[src/rtl/reg_dump.sv]
// Debug read-out engine: walks a wrap-around register address range through one read port
// and streams {address, data} beats over valid/ready. Optional trailing XOR beat: REG_DUMP_CHECKSUM_EN.
module reg_dump #(
    parameter int NUM_REGS = 32,
    parameter int ADDR_W   = 5,
    parameter int DATA_W   = 32
) (
    input  logic              clk,
    input  logic              rst,
    input  logic              start,
    input  logic [ADDR_W-1:0] first,
    input  logic [ADDR_W-1:0] last,
    output logic [ADDR_W-1:0] rd_addr,
    input  logic [DATA_W-1:0] rd_data,
    output logic              out_valid,
    input  logic              out_ready,
    output logic [ADDR_W-1:0] out_addr,
    output logic [DATA_W-1:0] out_data,
    output logic              out_last,
    output logic              busy,
    output logic              done
);

    localparam logic [1:0] IDLE = 2'd0;
    localparam logic [1:0] LOAD = 2'd1;
    localparam logic [1:0] SEND = 2'd2;
`ifdef REG_DUMP_CHECKSUM_EN
    localparam logic [1:0] CSUM = 2'd3;
`endif

    logic [1:0]        state;
    logic [ADDR_W-1:0] ptr;
    logic [ADDR_W:0]   remaining;
    logic [ADDR_W-1:0] span;
    logic [ADDR_W:0]   len;
    logic [ADDR_W-1:0] ptrNext;
    logic              handshake;
    logic              lastData;
`ifdef REG_DUMP_CHECKSUM_EN
    logic [DATA_W-1:0] csum;
`endif

    // Address subtraction wraps naturally in ADDR_W bits, giving the modular span.
    assign span      = last - first;
    assign len       = {1'b0, span} + (ADDR_W+1)'(1);
    assign ptrNext   = (ptr == ADDR_W'(NUM_REGS - 1)) ? '0 : ptr + ADDR_W'(1);
    assign handshake = out_valid & out_ready;
    assign lastData  = (remaining == '0);
    assign rd_addr   = ptr;
    assign busy      = (state != IDLE);

`ifdef REG_DUMP_CHECKSUM_EN
    assign out_last = (state == CSUM);
`else
    assign out_last = (state == SEND) && lastData;
`endif

    always_ff @(posedge clk or negedge rst) begin
        if (!rst) begin
            state     <= IDLE;
            ptr       <= '0;
            remaining <= '0;
            out_valid <= 1'b0;
            out_addr  <= '0;
            out_data  <= '0;
            done      <= 1'b0;
`ifdef REG_DUMP_CHECKSUM_EN
            csum      <= '0;
`endif
        end else begin
            done <= 1'b0;
            case (state)
                IDLE: begin
                    if (start) begin
                        ptr       <= first;
                        remaining <= len;
                        state     <= LOAD;
                    end
                end
                LOAD: begin
                    out_data  <= rd_data;
                    out_addr  <= ptr;
                    out_valid <= 1'b1;
                    ptr       <= ptrNext;
                    remaining <= remaining - (ADDR_W+1)'(1);
`ifdef REG_DUMP_CHECKSUM_EN
                    csum      <= '0;
`endif
                    state     <= SEND;
                end
                SEND: begin
                    if (handshake) begin
`ifdef REG_DUMP_CHECKSUM_EN
                        csum <= csum ^ out_data;
`endif
                        if (!lastData) begin
                            out_data  <= rd_data;
                            out_addr  <= ptr;
                            ptr       <= ptrNext;
                            remaining <= remaining - (ADDR_W+1)'(1);
                        end else begin
`ifdef REG_DUMP_CHECKSUM_EN
                            // Checksum beat folds in the final data beat being accepted now.
                            out_data <= csum ^ out_data;
                            out_addr <= '0;
                            state    <= CSUM;
`else
                            out_valid <= 1'b0;
                            done      <= 1'b1;
                            state     <= IDLE;
`endif
                        end
                    end
                end
                default: begin
`ifdef REG_DUMP_CHECKSUM_EN
                    if (handshake) begin
                        out_valid <= 1'b0;
                        done      <= 1'b1;
                        state     <= IDLE;
                    end
`else
                    state <= IDLE;
`endif
                end
            endcase
        end
    end

endmodule

[config.mk]
export PLATFORM = sky130hd
export DESIGN_NAME = reg_dump
export DESIGN_NICKNAME = d
export VERILOG_FILES = /design/src/rtl/reg_dump.sv
export SDC_FILE = /design/constraint.sdc
export NUM_CORES = 1
export LEC_CHECK = 0
export BUFFER_PORTS_ARGS = -buffer_cell sky130_fd_sc_hd__buf_2
export CORE_ASPECT_RATIO = 2
export CORE_UTILIZATION = 53
export DETAILED_ROUTE_END_ITERATION = 10
export PLACE_DENSITY_LB_ADDON = 0.1
export SLEW_MARGIN = 20
export SYNTH_ARGS = -nofsm -noshare
export SYNTH_HDL_FRONTEND = slang
export SYNTH_SLANG_ARGS = --single-unit
[constraint.sdc]
create_clock -name clk -period 3.9 [get_ports clk]
set_clock_uncertainty 0.2 [all_clocks]
set_input_delay 0.585 -clock clk [delete_from_list [all_inputs] [get_ports clk]]
set_output_delay 0.585 -clock clk [all_outputs]
set_load 0.02 [all_outputs]
==> run metrics <==
hold crit path type in2async; Num CTS Buffers 5; die area around 5200 sq um; Worst setup SP type flip-flop; max-capacitance violation count 0; Core Area 4642 sq um; Post-CTS Hold Buffers 0; H-tree depth 2; final hold vios 0; GRT Util Overall 0.2109; Clock Sinks 52; Arrival @ worst endpoint 2.56 ns; Iteration-0 DRC Markers 13; register bit total from synthesis 52; largest net degree at the start of global routing 35; Site Rows 35; Worst Reg-to-Reg Cells 7; CP startpoint remaining[0]; I/O Buffers 91; global-route wire length before repair 8.121 mm; measured slew at the worst slew-check pin 0.7461 ns; Post-Synthesis Cells between 200 and 250; Final Wtd Congestion 0.8036; kind of end point of the critical path flip-flop; Post-CTS Setup Inserts 0; CP endpoint out_data[10]; Root Buffer clkbuf_8; register area share after synthesis 0.5034; syn_area_per_cell 12.19 sq um; post-route ant nets 0; n_diodes 0; DR vias/cell roughly 5.3; RSZ-0062 raised after global routing no; final setup fails 0; Die H 100.8 microns; Area Overhead vs Synth 22.17%; clk buf depth 2; CTS tree yes; final worst slack 1.328 ns; initial core utilization 0.5569; post-DP HPWL around 4.2 mm; clk_lat worst skew 0.30 ns; Post-CTS Resized 0; CTS clk-pin slew, worst paths 0.10 ns; worst r2r dst out_data[10]; synth unique cells 38; number of placed instances, taps included ~360; required time worst endpoint 3.89 ns; GRT met2 Usage 0.3826; share of cells above drive strength 1 0.4740; Max Freq 0.3889 GHz; Slew HR 0.5026; grt ovf 0; die width just over 50 microns; power per cell area about 940 nW/um^2; grt met3 use 0.03771; routing usage on met1 0.2184; IR drop worst, VDD 0.5027 mV; io pins 92; routed via count between 1500 and 2000; R2R Setup Slk 1.33 ns; CP Class reg2reg; vias in the first global route between 1500 and 2000; Synth Net Count 273; fin nets 368; 1st-pass router iterations 4; setup TNS 0 ns; grt peak-use layer met2; Max Transition Viols Final 0; Critical R2R Launch remaining[0]; DR WL/cell 14.39 microns; P_leak ~1.6 nW; routed wire length 5.223 mm; pre-CTS setup slack roughly 1.3 ns; outcome completed; Hold WS ~0.14 ns; CP max FO 22; Fillers 393; Final min period ~2.6 ns; initial antenna violation count 0; DRC Markers 0; Finished Layout Cells 363; Yosys Warn Count 0; Cell Area, Synth between 2000 and 3000 sq um; Final period util 0.6594
## layout make-up
cell class | count | area (sq um) | share of cell area
Tap cell | 55 | 68.82 | 0.02179
Multi-Input combinational cell | 140 | 1174 | 0.3716
Sequential cell | 52 | 1301 | 0.4120
Clock buffer | 5 | 68.82 | 0.02179
Inverter | 15 | 56.30 | 0.01783
Clock inverter | 3 | 18.77 | 0.005943
Timing Repair Buffer | 93 | 470.5 | 0.1490
## metal layers
metal,vias up,routed length (microns)
met4,0,153
li1,930,-
met3,12,294
met5,-,0
met1,925,1838
met2,72,2936
## power breakdown
part / switching (W) / leakage [nW] / internal (W)
Sequential: 0.000162 / 0.615 / 0.000821
Clock: 0.000174 / 0.0479 / 0.000125
Combinational: 0.000936 / 0.894 / 0.000739
Total: 0.00127 / 1.56 / 0.00169
## through the flow
| stage | util | cell area, sq um | power (W) |
|---|---|---|---|
| floorplan | - | 2585 | 0.002294 |
| global placement | 0.6615 | 3070 | 0.002638 |
| CTS | 0.6803 | 3158 | 0.002997 |
| detailed placement | 0.6615 | 3070 | 0.002694 |
| global route | 0.6803 | 3158 | 0.003181 |
| finish | 0.6803 | 3158 | 0.002957 |
## critical path: stages (launching register included)
cell,delay (ns)
dfrtp_1,0.42
inv_1,0.09
ha_1,0.14
nor3b_2,0.29
a21oi_2,0.12
o21ai_4,0.44
buf_4,0.38
mux2_2,0.38
## worst min-delay path by stage
stage / from / to / slack [ns] / cells past startpoint
final: rst / out_data[22] / 0.14 / 1
after global routing: rst / remaining[0] / 0.20 / 1
after CTS: rst / out_data[21] / 0.17 / 1
after detailed placement: out_data[23] / out_data[23] / 0.29 / 1
after global placement: out_data[21] / out_data[21] / 0.27 / 1
after floorplan: rst / done / 0.09 / 0
## cells in the mapped netlist
library cell,count,share of area
a211oi_1,2,0.0058
a21boi_0,1,0.0029
a21o_1,2,0.0058
a21oi_1,11,0.021
a21oi_2,1,0.0034
a221o_1,1,0.0039
a221oi_1,1,0.0034
a221oi_4,1,0.010
and2_1,1,0.0024
and3_1,1,0.0024
buf_2,1,0.0019
buf_8,3,0.017
clkbuf_1,1,0.0015
dfrtp_1,52,0.50
fa_1,1,0.0077
ha_1,14,0.068
inv_1,15,0.022
mux2_1,1,0.0044
mux2_2,38,0.17
mux2i_1,2,0.0077
nand2_1,9,0.013
nand2_2,1,0.0024
nand2b_1,2,0.0048
nand3_1,3,0.0058
nand3_2,1,0.0039
nand3b_1,4,0.012
nand4_1,2,0.0048
nand4b_1,1,0.0034
nor2_1,8,0.012
nor2b_1,2,0.0048
nor3_1,3,0.0058
nor3b_1,2,0.0058
nor3b_2,1,0.0048
o21ai_0,16,0.031
o21ai_4,1,0.0063
or2_2,1,0.0024
xnor2_1,3,0.010
xor2_1,2,0.0068
## kinds of logic after synthesis
kind of cell,after synthesis,synth area share
simple gates,42,0.09003
flops,52,0.5034
xor+xnor,5,0.01694
fa+ha+maj,15,0.07551
mux,41,0.1776
compound gates,37,0.09390
buf+inv,20,0.04259
## state kept, by name (all words and copies together), names as in the netlist
signal and cells:
state 2, remaining 6, done 1, out_data 32, rd_addr 5, out_valid 1, out_addr 5
## placed cells by master (no fill, tap or decap), types with 2 or more instances in the layout
cell type | netlist | layout
a21o_1 | 2 | 2
nand3_1 | 3 | 3
dfrtp_1 | 52 | 52
buf_4 | 0 | 2
nor3_1 | 3 | 3
nand2b_1 | 2 | 2
nand3b_1 | 4 | 4
xor2_1 | 2 | 2
a211oi_1 | 2 | 2
xnor2_1 | 3 | 3
mux2i_1 | 2 | 2
clkbuf_8 | 0 | 5
buf_2 | 1 | 91
ha_1 | 14 | 14
nor2b_1 | 2 | 2
clkinv_2 | 0 | 2
a21oi_1 | 11 | 11
inv_1 | 15 | 15
mux2_2 | 38 | 38
nor2_1 | 8 | 8
nand2_1 | 9 | 9
o21ai_0 | 16 | 16
nor3b_1 | 2 | 2
nand4_1 | 2 | 2
No activity file was read; power rests on OpenSTA's default activity.
